$ cat src/rtl/alu_exec_if.sv
// Handshake bus between the execute-stage producer/consumer and alu_exec_unit.
interface alu_exec_if #(
    parameter int unsigned WIDTH = 32
);
    logic             in_valid;
    logic             in_ready;
    logic [3:0]       alu_control;
    logic [WIDTH-1:0] src_a;
    logic [WIDTH-1:0] src_b;
    logic             out_valid;
    logic             out_ready;
    logic [WIDTH-1:0] result;
    logic             zero;
    logic             illegal;

    // ALU side
    modport slave (
        input  in_valid, alu_control, src_a, src_b, out_ready,
        output in_ready, out_valid, result, zero, illegal
    );

    // Pipeline side
    modport master (
        output in_valid, alu_control, src_a, src_b, out_ready,
        input  in_ready, out_valid, result, zero, illegal
    );
endinterface

$ cat src/rtl/alu_exec_unit.sv
// Execute-stage ALU with valid/ready handshake on both sides.
// Non-shift ops finish in one cycle; shifts run one bit per cycle unless
// ALU_BARREL_SHIFT_EN is defined, in which case every op takes one cycle.
module alu_exec_unit #(
    parameter int unsigned WIDTH   = 32,
    parameter int unsigned SHAMT_W = 5
) (
    input  logic       clk,
    input  logic       reset,
    alu_exec_if.slave  bus
);

    localparam logic [3:0] OP_ADD  = 4'b0000;
    localparam logic [3:0] OP_SUB  = 4'b0001;
    localparam logic [3:0] OP_AND  = 4'b0010;
    localparam logic [3:0] OP_OR   = 4'b0011;
    localparam logic [3:0] OP_SLT  = 4'b0101;
    localparam logic [3:0] OP_XOR  = 4'b0111;
    localparam logic [3:0] OP_SRA  = 4'b1000;
    localparam logic [3:0] OP_SRL  = 4'b1001;
    localparam logic [3:0] OP_SLL  = 4'b1010;
    localparam logic [3:0] OP_SLTU = 4'b1011;

    typedef enum logic [1:0] {
        IDLE  = 2'd0,
        SHIFT = 2'd1,
        DONE  = 2'd2
    } state_e;

    state_e             state_q, state_d;
    logic [WIDTH-1:0]   result_q, result_d;
    logic               zero_q, zero_d;
    logic               illegal_q, illegal_d;
    logic               out_valid_q, out_valid_d;

    logic [SHAMT_W-1:0] shamt;
    logic               in_ready_c;
    logic               accept_c;
    logic [WIDTH-1:0]   op_res_c;
    logic               op_ill_c;

`ifndef ALU_BARREL_SHIFT_EN
    logic [WIDTH-1:0]   sh_q, sh_d;
    logic [SHAMT_W-1:0] count_q, count_d;
    logic [3:0]         op_q, op_d;

    function automatic logic is_shift_op(input logic [3:0] op);
        return (op == OP_SRA) || (op == OP_SRL) || (op == OP_SLL);
    endfunction

    // One-bit step of the serial shifter.
    function automatic logic [WIDTH-1:0] shift_one(input logic [3:0] op,
                                                   input logic [WIDTH-1:0] v);
        case (op)
            OP_SRA:  return {v[WIDTH-1], v[WIDTH-1:1]};
            OP_SRL:  return {1'b0, v[WIDTH-1:1]};
            default: return {v[WIDTH-2:0], 1'b0};
        endcase
    endfunction
`endif

    assign shamt      = bus.src_b[SHAMT_W-1:0];
    assign in_ready_c = (state_q == IDLE) || ((state_q == DONE) && bus.out_ready);
    assign accept_c   = bus.in_valid && in_ready_c;

    assign bus.in_ready  = in_ready_c;
    assign bus.out_valid = out_valid_q;
    assign bus.result    = result_q;
    assign bus.zero      = zero_q;
    assign bus.illegal   = illegal_q;

    // Single-cycle result of the presented op (serial shifts: first bit only).
    always_comb begin
        op_res_c = '0;
        op_ill_c = 1'b0;
        case (bus.alu_control)
            OP_ADD:  op_res_c = bus.src_a + bus.src_b;
            OP_SUB:  op_res_c = bus.src_a - bus.src_b;
            OP_AND:  op_res_c = bus.src_a & bus.src_b;
            OP_OR:   op_res_c = bus.src_a | bus.src_b;
            OP_XOR:  op_res_c = bus.src_a ^ bus.src_b;
            OP_SLT:  op_res_c = WIDTH'($signed(bus.src_a) < $signed(bus.src_b));
            OP_SLTU: op_res_c = WIDTH'(bus.src_a < bus.src_b);
`ifdef ALU_BARREL_SHIFT_EN
            OP_SRA:  op_res_c = $unsigned($signed(bus.src_a) >>> shamt);
            OP_SRL:  op_res_c = bus.src_a >> shamt;
            OP_SLL:  op_res_c = bus.src_a << shamt;
`else
            OP_SRA, OP_SRL, OP_SLL:
                op_res_c = (shamt == '0) ? bus.src_a
                                         : shift_one(bus.alu_control, bus.src_a);
`endif
            default: op_ill_c = 1'b1;
        endcase
    end

    // Next-state and output-register logic.
    // The accept cycle already performs the first shift step, so a shift of
    // N bits spends N-1 cycles in SHIFT and presents its result N cycles
    // after acceptance (shamt 0 and 1 finish in one cycle).
    always_comb begin
        state_d     = state_q;
        result_d    = result_q;
        zero_d      = zero_q;
        illegal_d   = illegal_q;
        out_valid_d = out_valid_q;
`ifndef ALU_BARREL_SHIFT_EN
        sh_d        = sh_q;
        count_d     = count_q;
        op_d        = op_q;
`endif
        case (state_q)
            IDLE, DONE: begin
                if ((state_q == DONE) && bus.out_ready) begin
                    state_d     = IDLE;
                    out_valid_d = 1'b0;
                end
                if (accept_c) begin
`ifndef ALU_BARREL_SHIFT_EN
                    if (is_shift_op(bus.alu_control) && (shamt > SHAMT_W'(1))) begin
                        state_d     = SHIFT;
                        out_valid_d = 1'b0;
                        sh_d        = shift_one(bus.alu_control, bus.src_a);
                        count_d     = shamt - SHAMT_W'(1);
                        op_d        = bus.alu_control;
                    end else
`endif
                    begin
                        state_d     = DONE;
                        out_valid_d = 1'b1;
                        result_d    = op_res_c;
                        zero_d      = (op_res_c == '0);
                        illegal_d   = op_ill_c;
                    end
                end
            end
            SHIFT: begin
`ifndef ALU_BARREL_SHIFT_EN
                sh_d    = shift_one(op_q, sh_q);
                count_d = count_q - SHAMT_W'(1);
                if (count_q == SHAMT_W'(1)) begin
                    state_d     = DONE;
                    out_valid_d = 1'b1;
                    result_d    = shift_one(op_q, sh_q);
                    zero_d      = (shift_one(op_q, sh_q) == '0);
                    illegal_d   = 1'b0;
                end
`else
                state_d = IDLE;
`endif
            end
            default: begin
                state_d     = IDLE;
                out_valid_d = 1'b0;
            end
        endcase
    end

    // State and output registers.
    always_ff @(posedge clk) begin
        if (reset) begin
            state_q     <= IDLE;
            result_q    <= '0;
            zero_q      <= 1'b0;
            illegal_q   <= 1'b0;
            out_valid_q <= 1'b0;
        end else begin
            state_q     <= state_d;
            result_q    <= result_d;
            zero_q      <= zero_d;
            illegal_q   <= illegal_d;
            out_valid_q <= out_valid_d;
        end
    end

`ifndef ALU_BARREL_SHIFT_EN
    // Serial shifter working registers.
    always_ff @(posedge clk) begin
        if (reset) begin
            sh_q    <= '0;
            count_q <= '0;
            op_q    <= '0;
        end else begin
            sh_q    <= sh_d;
            count_q <= count_d;
            op_q    <= op_d;
        end
    end
`endif

endmodule

$ cat src/flat_wrapper.sv
// flat-port wrapper written by rule: the top's interface ports become plain ports
module alu_exec_unit_flat 
#(
    parameter int unsigned WIDTH   = 32,
    parameter int unsigned SHAMT_W = 5
)
  (clk, reset, bus_in_valid, bus_alu_control, bus_src_a, bus_src_b, bus_out_ready, bus_in_ready, bus_out_valid, bus_result, bus_zero, bus_illegal);
  alu_exec_if #(.WIDTH(WIDTH)) bus_i ();
  input  logic clk;
  input  logic reset;
  input wire logic [$bits(bus_i.in_valid)-1:0] bus_in_valid;
  input wire logic [$bits(bus_i.alu_control)-1:0] bus_alu_control;
  input wire logic [$bits(bus_i.src_a)-1:0] bus_src_a;
  input wire logic [$bits(bus_i.src_b)-1:0] bus_src_b;
  input wire logic [$bits(bus_i.out_ready)-1:0] bus_out_ready;
  output wire logic [$bits(bus_i.in_ready)-1:0] bus_in_ready;
  output wire logic [$bits(bus_i.out_valid)-1:0] bus_out_valid;
  output wire logic [$bits(bus_i.result)-1:0] bus_result;
  output wire logic [$bits(bus_i.zero)-1:0] bus_zero;
  output wire logic [$bits(bus_i.illegal)-1:0] bus_illegal;
  assign bus_i.in_valid = bus_in_valid;
  assign bus_i.alu_control = bus_alu_control;
  assign bus_i.src_a = bus_src_a;
  assign bus_i.src_b = bus_src_b;
  assign bus_i.out_ready = bus_out_ready;
  assign bus_in_ready = bus_i.in_ready;
  assign bus_out_valid = bus_i.out_valid;
  assign bus_result = bus_i.result;
  assign bus_zero = bus_i.zero;
  assign bus_illegal = bus_i.illegal;
  alu_exec_unit #(.WIDTH(WIDTH), .SHAMT_W(SHAMT_W)) u_core (.clk(clk), .reset(reset), .bus(bus_i));
endmodule
$ cat config.mk
export PLATFORM = sky130hd
export DESIGN_NAME = alu_exec_unit_flat
export DESIGN_NICKNAME = d
export VERILOG_FILES = /design/src/rtl/alu_exec_if.sv /design/src/rtl/alu_exec_unit.sv /design/src/flat_wrapper.sv
export SDC_FILE = /design/constraint.sdc
export NUM_CORES = 1
export LEC_CHECK = 0
export ABC_AREA = 1
export BUFFER_PORTS_ARGS = -buffer_cell sky130_fd_sc_hd__buf_2
export CAP_MARGIN = 20
export CELL_PAD_IN_SITES_DETAIL_PLACEMENT = 0
export CELL_PAD_IN_SITES_GLOBAL_PLACEMENT = 1
export CORE_MARGIN = 4
export CORE_UTILIZATION = 25
export CTS_CLUSTER_DIAMETER = 60
export DETAILED_ROUTE_END_ITERATION = 10
export PLACE_DENSITY = 0.62
export REMOVE_ABC_BUFFERS = 1
export SYNTH_ARGS = -nofsm -noshare
export SYNTH_HDL_FRONTEND = slang
export SYNTH_SLANG_ARGS = --single-unit
$ cat constraint.sdc
create_clock -name clk -period 2.5 [get_ports clk]
set_input_delay 0 -clock clk [delete_from_list [all_inputs] [get_ports clk]]
set_output_delay 0 -clock clk [all_outputs]
set_load 0.01 [all_outputs]
Yosys cells after proc, flatten, opt, wreduce, memory -nomap -nowiden
Index checks and enable logic that the tools add are counted.
Storage, ports and cells
  bits in registers: 78
  input bits: 72
  output and inout port bits: 36
Cells by class
  add/sub/neg operators: 4
  order comparisons: 3
  equality and inequality tests: 19
  multiplexer cells: 34
  bitwise operators: 3
  reductions and logical operators: 19
Operators with widths (number)
  $pmux W32 S2: 4
  $pmux W32 S8: 1
  $mux W32: 7
  $logic_not A32 Y1: 2
  $lt A32 B32 Y1: 2
  $add A32 B32 Y32: 1
  $and A32 B32 Y32: 1
  $or A32 B32 Y32: 1
  $sub A32 B32 Y32: 1
  $xor A32 B32 Y32: 1
  $eq A4 B4 Y1 const B: 6
  $mux W1: 11
  $mux W5: 2
  $pmux W5 S2: 1
  $reduce_or A10 Y1: 1
  $sub A5 B1 Y5 const B: 2
  $eq A4 B2 Y1 const B: 2
  $eq A4 B3 Y1 const B: 2
  $mux W2: 4
  $ne A2 B1 Y1 const B: 3
  $pmux W1 S2: 3
  $reduce_and A3 Y1: 2
  $eq A5 B1 Y1 const B: 1
  $gt A5 B1 Y1 const B: 1
  other kinds (16): 20

Logic depth before layout (Yosys ltp)
Gate-level depths: netlist of run 1.
  depth in word-level cells: 8
  gate-level depth with buffers: 22

Worst setup path after synthesis of run 1
OpenSTA, ideal clock, no wires.
  path type: input-to-reg
  start point: input bus_src_b[0]
  end point: register u_core.zero_q (netlist: u_core.bus.zero)
  setup time: 0.070 ns
  arrival: 1.847 ns
  required time: 2.430 ns
  slack: 0.583 ns
  stages on the path: 20
  buffers on the path: 0
  cell sequence: ha_1 -> inv_1 -> fa_1 -> inv_1 -> nand2_1 -> nand2_1 -> nand3_1 -> nand2_1 -> nand2_1 -> nand2_1 -> nand2_1 -> nand3_1 -> nand2_1 -> nor2_1 -> nand2_1 -> nor2_1 -> nand3_1 -> nor2_1 -> nand3_1 -> a21oi_1
On the way
  word-level cells in the longest chain between the ends: 7
  elaborated cells on any way between the ends: 18
  those cells by class: add/sub (2); order compare (3); eq/ne (1); mux (5); bitwise (3); reduce/logical (4)
RTL lines
  from (decl): line flat_wrapper.sv:14  | input wire logic [$bits(bus_i.src_b)-1:0] bus_src_b;
  parallel branches: the longest is 7 deep, another holds $sub A32 B32 Y32
  to (signal assigned): line alu_exec_unit.sv:170  | zero_q <= zero_d;
  to (decl): line alu_exec_unit.sv:32  | logic zero_q, zero_d;
Several ways; the timed one is not identified. The select of a mux whose other input is x is not followed.
A chain may end at the register's enable or synchronous reset.

Final worst setup path of run 1
  start point: input bus_src_b[20]
  end point: register u_core.zero_q (netlist: u_core.bus.zero)
On the way
  word-level cells in the longest chain between the ends: 6
  elaborated cells on any way between the ends: 12
  those cells by class: add/sub (2); order compare (2); mux (4); bitwise (3); reduce/logical (1)
RTL lines
  $sub A32 B32 Y32 (tied with other cells): line alu_exec_unit.sv:78  | OP_SUB: op_res_c = bus.src_a - bus.src_b;
  $pmux W32 S8 *: line alu_exec_unit.sv:76  | case (bus.alu_control)
  $logic_not A32 Y1 *: line alu_exec_unit.sv:132  | zero_d = (op_res_c == '0);
  $mux W1 *: line alu_exec_unit.sv:120  | if (is_shift_op(bus.alu_control) && (shamt > SHAMT_W'(1))) begin
  $mux W1 *: line alu_exec_unit.sv:118  | if (accept_c) begin
  $pmux W1 S2 *: line alu_exec_unit.sv:112  | case (state_q)
Every way passes the cells marked *; elsewhere a longest branch is shown, timed or not. The select of a mux whose other input is x is not followed.

==> impl_metrics.yaml, run 1 <==
outcome:
  status: "finished, final reports clean"
drt:
  vias: 14500
  drt_iter0_drc: 1037
  antenna_left: 0
  dr.pass1.iters: 6
  drc_errors: 0
  wl_per_cell_microns: 18.6
  routed_wl_microns: 56000
  via_per_inst: 4.81
floorplanning:
  die_area_sq_mm: 0.0486
  rows: 77
  start_util_pct: 25.4
  core_area_sq_mm: 0.0444
  fp.dieH_microns: 220
  num_io_pins: 108
  fp.dieW_microns: 220
logic_synthesis:
  post_synth_inst_count: 2038
  yosysSeqAreaShare_pct: 13.7
  synth_top_cell_area_share_pct: 18.8
  syn_avg_cell_area_sq_um: 5.53
  synth_cell_types: 41
  yosysTopAreaCell: "nand2_1"
  ys_ff_latch: 77
  synth_area_leaders: "nand2_1 (19%), dfxtp_1 (14%), ha_1 (13%)"
  synth_edf_count: 0
  syn_area_sq_mm: 0.0113
  yosysMostFrequentCell: "nand2_1"
  synth-main-ff-cell: "dfxtp_1"
  ys_top_cells_by_count: "nand2_1 (564), inv_1 (290), nor2_1 (254)"
  ys_warn_count: 0
  async_reset_ff_share_pct: 0
finish:
  n_antenna_cell: 0
  seq_area_sq_mm: 0.00154
  drive_above_1_share_pct: 20.8
  synthToLayoutAreaGrowth_pct: 34.6
  layout.nets: 2604
  multi_input_area_sq_mm: 0.00825
  fin_area_sq_mm: 0.0152
  fin_cells: 3010
  final_util_pct: 34.2
  num-fill-cells: 5107
grt:
  overflow: 0
  grt_pass1_wl_microns: 83900
  grtUsageTotal_pct: 22.6
  antenna_found_initial: 0
  grt_max_degree: 55
  grt_pass1_vias: 14200
clocking:
  cts_made_buffers: 9
  clk_latency_ps: 360
  cts_tree: "yes"
  cts_root_buf: "clkbuf_16"
  clockBufferDepth: 2
  path_clk_slew_ps: 70
  cts-htree-levels: 3
  cts_sinks: 77
  post_cts_buffers: 0
critical_path:
  path_max_fanout: 7
  required_ps: 2800
  crit_path_start_kind: "input pin"
  cp.arrival_ps: 2640
  slowest_stage: "ha_1"
  end_kind: "flop"
  cp_cell_sequence: "buf_2 > inv_1 > ha_1 > a21oi_1 > nand2_1 > a21oi_1 > nor2_1 > nor2_1 > nand3_1 > nand3_1 > nand2_1 > nor2_1 > buf_4 > nand3_1 > nor2_1 > nand3_1 > a21oi_1"
  path_class: "in2reg"
  ff2ff_setup_slack_ps: 240
  max_stage_delay_ps: 420
timing:
  period_share_pct: 93.5
  min_period_ps: 2340
  slew_violations: 0
  rsz0062_at_grt: "no"
  setup_slack_ps: 162
  hold_viol: 0
  slew_headroom_pct: 57.6
  finalSetupViolCount: 0
  fin_skew_ps: 11.9
  max_freq_mhz: 428
  worst_pin_slew_ps: 631
placement:
  dp.cells: 2993
  place_congestion: 0.995
  dp_hpwl_microns: 47200
  placed_cell_area_sq_mm: 0.0149
  pre_cts_ws_ps: -181
  numPortBuffers: 107
min_path:
  min_path_type: "in2reg"
run:
  drv_cap: 0
power_and_ir_drop:
  total_power_mw: 5.58
  power_density_mw_per_mm2: 368
  p_leak_nw: 8.22
  vdd.ir_drop.worst_mv: 0.268
[logic make-up (layout without fill, tap and decap cells)]
group                      after synthesis  count (layout)  share of synthesized area, %
xor gates and xnor gates                 9               9                         0.699
adders and majority gates              119             119                          13.3
muxes                                   27              27                          2.40
and+or+nand+nor                       1062            1062                          39.0
DFF                                     77              77                          13.7
buffers and inverters                  385             765                          13.5
AOI/OAI and AO/OA                      359             359                          17.4
[layout make-up]
| type | count | area share, % |
|---|---|---|
| inverters | 301 | 7.44 |
| repair buffers | 448 | 21.2 |
| multi-input cells | 1576 | 54.3 |
| clock buffers | 9 | 1.48 |
| clock inverters | 7 | 0.486 |
| flip-flops and latches | 77 | 10.2 |
| well taps | 592 | 4.88 |
[worst max-delay path: cells and delay by family]
kind	cells	cell delay, ps
AOI/OAI and AO/OA	3	760
adders and majority gates	1	420
buffers and inverters	3	260
and+or+nand+nor	10	1170
[path summary, 6_finish.rpt]
kind	cells after the start	start	endpoint
worst min-delay path	3	bus_src_b[0]	u_core.count_q[0]
worst min register to register	2	u_core.bus.result[0]	u_core.bus.result[0]
worst max-delay path	17	bus_src_b[20]	u_core.bus.zero
worst max register to register	13	u_core.op_q[1]	u_core.bus.zero
[cell usage in the layout, fill, tap and decap left out, types with 3 or more instances in the layout]
cell,Yosys,layout
a211oi_1,6,6
a21oi_1,147,147
a31oi_1,21,21
and2_1,4,4
buf_12,0,10
buf_2,38,107
buf_4,5,330
clkbuf_16,0,9
clkinv_1,3,4
dfxtp_1,77,77
ha_1,117,116
inv_1,290,288
inv_2,8,9
mux2i_1,27,27
nand2_1,564,563
nand2_2,2,3
nand3_1,166,165
nand3_2,3,4
nand3b_1,3,3
nand4_1,30,30
nor2_1,254,247
nor2_2,0,7
nor3_1,17,16
nor3_2,2,3
o211ai_1,6,6
o21a_1,16,16
o21ai_0,116,116
o21ai_1,13,13
o21bai_1,7,7
o221ai_1,7,7
o22ai_1,18,18
or2_2,13,13
xnor2_1,3,3
xor2_1,6,6
[sequential cells by signal, summed over array words and instances (netlist names)]
name / flops
u_core.state_q: 2
u_core.bus.illegal: 1
u_core.count_q: 5
u_core.op_q: 4
u_core.bus.zero: 1
u_core.bus.result: 32
u_core.sh_q: 32
[per-layer routing]
layer  track usage [%]  up-vias  part of all wire, %
li1                  -     7287                    -
met1              30.2     6729                   46
met2              39.1      389                   47
met3              2.21       60                  4.4
met4              5.90        0                  2.8
met5                 0        -                    0
[metrics by stage]
| stage | hold WS (ps) | setup TNS, ps |
|---|---|---|
| 3_5_place_dp | 288 | -641 |
| 6_report | 22.9 | 0 |
| 4_1_cts | 1.57 | 0 |
| 3_3_place_gp | 283 | -729 |
| 2_1_floorplan | 69.1 | -53980 |
| 5_1_grt | 38.1 | 0 |
[report_power, final]
part / leakage [nW] / internal, mW / switching [mW] / total, mW
clock network: 0.146 / 0.776 / 0.577 / 1.35
logic: 7.44 / 1.15 / 1.73 / 2.87
registers: 0.629 / 1.31 / 0.0498 / 1.36
[what timing repair did]
item                                   in CTS  in global routing
hold buffers                                1                  0
endpoints found under the hold margin       1                  0
setup endpoints to repair                   0                  2
resized for setup                           0                  5
Note: power is estimated with default switching activity, not from simulation.
==> inputs of run 2 (changes only) <==
BUFFER_PORTS_ARGS = not set   (was -buffer_cell sky130_fd_sc_hd__buf_2)
DONT_BUFFER_PORTS = 1   (was not set)
PLACE_DENSITY = 0.59   (was 0.62)
==> impl_metrics.yaml, run 2 (same netlist as run 1, synthesis figures left out) <==
clocking:
  post_cts_buffers: 0
  cts_made_buffers: 9
  cts-htree-levels: 3
  clk_latency_ps: 360
  cts_root_buf: "clkbuf_16"
  cts_tree: "yes"
  clockBufferDepth: 2
  cts_sinks: 77
  path_clk_slew_ps: 70
timing:
  hold_viol: 0
  worst_pin_slew_ps: 643
  slew_headroom_pct: 56.7
  slew_violations: 0
  period_share_pct: 93.3
  setup_slack_ps: 167
  finalSetupViolCount: 0
  max_freq_mhz: 429
  rsz0062_at_grt: "yes"
  min_period_ps: 2330
  fin_skew_ps: 10.7
finish:
  seq_area_sq_mm: 0.00154
  multi_input_area_sq_mm: 0.00827
  n_antenna_cell: 0
  num-fill-cells: 5077
  synthToLayoutAreaGrowth_pct: 23.7
  layout.nets: 2402
  fin_cells: 2808
  final_common_cell: "nand2_1"
  drive_above_1_share_pct: 13.4
  layout_common_cells: "nand2_1 (563), inv_1 (289), nor2_1 (245)"
critical_path:
  required_ps: 2790
  end_kind: "flop"
  path_max_fanout: 3
  cp.arrival_ps: 2620
  ff2ff_setup_slack_ps: 170
  crit_path_start_kind: "flop"
  regToRegEndpoint: "u_core.bus.zero"
  r2r-start: "u_core.state_q[0]"
  path_class: "reg2reg"
  r2r_cells: 9
drt:
  drc_errors: 0
  drt_iter0_drc: 1155
  routed_wl_microns: 56200
  dr.pass1.iters: 5
  vias: 13800
  via_per_inst: 4.91
  antenna_left: 0
  wl_per_cell_microns: 20.0
power_and_ir_drop:
  power_density_mw_per_mm2: 383
  vdd.ir_drop.worst_mv: 0.307
  total_power_mw: 5.35
  p_leak_nw: 7.30
floorplanning:
  die_area_sq_mm: 0.0486
  fp.dieH_microns: 220
  fp.dieW_microns: 220
  rows: 77
  num_io_pins: 108
  start_util_pct: 25.4
  core_area_sq_mm: 0.0444
min_path:
  min_from: "bus_src_b[1]"
  min_path_type: "in2reg"
  whs_endpoint: "u_core.count_q[3]"
  whs_path_depth: 5
grt:
  grt_max_degree: 59
  grtUsageTotal_pct: 22.8
  antenna_found_initial: 0
  overflow: 0
  grt_pass1_vias: 13800
  grt_pass1_wl_microns: 84100
placement:
  pre_cts_ws_ps: -270
  dp.cells: 2778
  numPortBuffers: 0
  place_congestion: 0.930
  dp_hpwl_microns: 46700
run:
  drv_cap: 0
outcome:
  status: "finished, final reports clean"
==> run 2: power breakdown <==
| part | switching, mW | leakage [nW] | total (mW) | internal, mW |
|---|---|---|---|---|
| combinational | 1.58 | 6.52 | 2.53 | 0.952 |
| sequential | 0.0890 | 0.629 | 1.39 | 1.31 |
| clock | 0.624 | 0.154 | 1.42 | 0.799 |
| total | 2.29 | 7.30 | 5.35 | 3.06 |
==> run 2: worst max path at each step <==
stage	end	cells after the start	from
after floorplan	u_core.count_q[2]	8	bus_alu_control[2]
after global placement	u_core.bus.zero	20	bus_src_b[7]
after detailed placement	u_core.bus.zero	14	bus_src_b[1]
after CTS	u_core.bus.result[8]	9	u_core.state_q[0]
after global routing	u_core.bus.zero	17	bus_src_b[1]
final	u_core.bus.zero	9	u_core.state_q[0]
==> run 2: metrics by stage <==
stage	setup TNS, ps	hold WS [ps]	instance area, sq um	util (%)
after floorplan	-53980	69.1	10900	-
after global placement	-429	82.7	13500	30.3
after detailed placement	-350	83.2	13500	30.3
after CTS	0	4.52	13900	31.3
after global routing	-20.7	48.9	13900	31.4
final	0	19.5	13900	31.4
==> run 2: critical path, cell delays in order, from the launching register on <==
cell      delay, ps
dfxtp_1         360
inv_1            80
nor2_1          290
o21ai_0         350
nand3b_1        270
nor3_1          500
nand3_1         130
nand2_1          90
inv_1            50
a21oi_1         140
==> run 2: final cells by class <==
cell class,instances,area share [%]
tap,592,5.31
timing repair buffer,246,14.0
multi-input combinational,1576,59.3
inverter,301,8.10
clock buffer,9,1.61
clock inverter,7,0.610
sequential,77,11.1
==> run 2: what timing repair did <==
item / CTS / global route
gates resized for setup: 0 / 13
endpoints found under the hold margin: 48 / 0
setup endpoints to repair: 0 / 34
hold buffers: 14 / 0
==> run 2: layer usage <==
layer,up-vias,wire [microns],track usage [%]
met4,0,1530,6.05
met5,-,0,0
met3,52,3400,3.35
met1,6448,25000,29.9
met2,386,26300,39.2
li1,6891,-,-
==> inputs of run 3 (changes only) <==
REMOVE_ABC_BUFFERS = not set   (was 1)
==> impl_metrics.yaml, run 3 (same netlist as run 1, synthesis figures left out) <==
timing:
  hold_ws_ps: 1.19
  max_freq_mhz: 411
  rsz0062_at_grt: "no"
  fin_skew_ps: 9.88
  slew_violations: 0
  min_period_ps: 2430
  hold_viol: 0
  period_share_pct: 97.3
  setup_slack_ps: 66.9
  slew_headroom_pct: 54.2
  setup_tns_ps: 0
  worst_pin_slew_ps: 680
  finalSetupViolCount: 0
grt:
  antenna_found_initial: 0
  overflow: 0
  grt_pass1_wl_microns: 83400
  grt_max_degree: 60
  grtUsageTotal_pct: 22.6
  grt_pass1_vias: 13300
floorplanning:
  start_util_pct: 25.4
  num_io_pins: 108
  die_area_sq_mm: 0.0486
  fp.dieH_microns: 220
  core_area_sq_mm: 0.0444
  rows: 77
  fp.dieW_microns: 220
power_and_ir_drop:
  power_density_mw_per_mm2: 390
  p_leak_nw: 7.15
  vdd.ir_drop.worst_mv: 0.335
  total_power_mw: 5.35
critical_path:
  ff2ff_setup_slack_ps: 280
  cp.arrival_ps: 2720
  path_class: "in2reg"
  end_kind: "flop"
  r2r_cells: 10
  path_max_fanout: 4
  required_ps: 2780
  crit_path_start_kind: "input pin"
finish:
  layout_common_cells: "nand2_1 (564), inv_1 (289), nor2_1 (246)"
  final_common_cell: "nand2_1"
  num-fill-cells: 5084
  n_antenna_cell: 0
  multi_input_area_sq_mm: 0.00827
  drive_above_1_share_pct: 12.1
  final_util_pct: 30.9
  layout.nets: 2369
  synthToLayoutAreaGrowth_pct: 21.6
  seq_area_sq_mm: 0.00154
run:
  drv_cap: 0
clocking:
  cts_sinks: 77
  cts_tree: "yes"
  post_cts_buffers: 0
  cts-htree-levels: 3
  cts_made_buffers: 9
  clk_latency_ps: 350
  path_clk_slew_ps: 60
  clockBufferDepth: 2
  cts_root_buf: "clkbuf_16"
placement:
  numPortBuffers: 0
  place_congestion: 0.957
  pre_cts_ws_ps: -228
  dp_hpwl_microns: 46800
drt:
  drc_errors: 0
  via_per_inst: 4.95
  routed_wl_microns: 56100
  vias: 13800
  drt_iter0_drc: 1258
  wl_per_cell_microns: 20.2
  dr.pass1.iters: 7
  antenna_left: 0
min_path:
  whs_path_depth: 4
  min_path_type: "in2reg"
logic_synthesis:
  synth_nets: 2229
outcome:
  status: "finished, final reports clean"
## run 3: repair_timing
| action | CTS | global route |
|---|---|---|
| gates resized for setup | 0 | 12 |
| setup endpoints to repair | 0 | 5 |
| hold endpoints to repair | 48 | 0 |
| hold buffers | 11 | 0 |
## run 3: area by class of cell
type / count / area share [%]
Clock buffer: 9 / 1.64
Clock inverter: 7 / 0.693
Inverter: 301 / 8.24
Multi-Input combinational cell: 1576 / 60.3
Sequential cell: 77 / 11.2
Tap cell: 592 / 5.40
Timing Repair Buffer: 213 / 12.5
## run 3: critical path, stage by stage
cell	delay, ps
dlygate4sd3_1	620
inv_1	140
nand3_1	130
buf_4	160
nor2_1	40
nor4_1	610
buf_4	210
nand3_1	200
nor2_1	150
nand2_1	70
nor2_2	150
nand3_1	100
a21oi_1	130
## run 3: metal layers
layer	vias to the layer above	share of wire (%)	track usage [%]
met2	501	47	38.8
met4	0	2.3	4.52
met3	70	6.3	2.46
li1	6822	-	-
met5	-	0	0
met1	6357	45	30.9
## run 3: through the flow
step	std cells	area [sq um]
final	2775	13700
after global routing	2775	13700
after CTS	2775	13700
after detailed placement	2748	13200
after global placement	2748	13200
after floorplan	2038	11300
## run 3: final timing paths
check                          start         endpoint
setup / recovery  bus_alu_control[0]  u_core.bus.zero
hold / removal          bus_src_a[1]   u_core.sh_q[0]
setup reg to reg   u_core.state_q[1]   u_core.sh_q[7]
hold reg to reg       u_core.op_q[2]   u_core.op_q[2]
## run 3: power by group
part           internal (mW)  total, mW  leakage, nW  switching [mW]
clock network          0.879       1.46        0.156           0.582
registers               1.31       1.39        0.629          0.0859
logic                  0.909       2.50         6.36            1.59
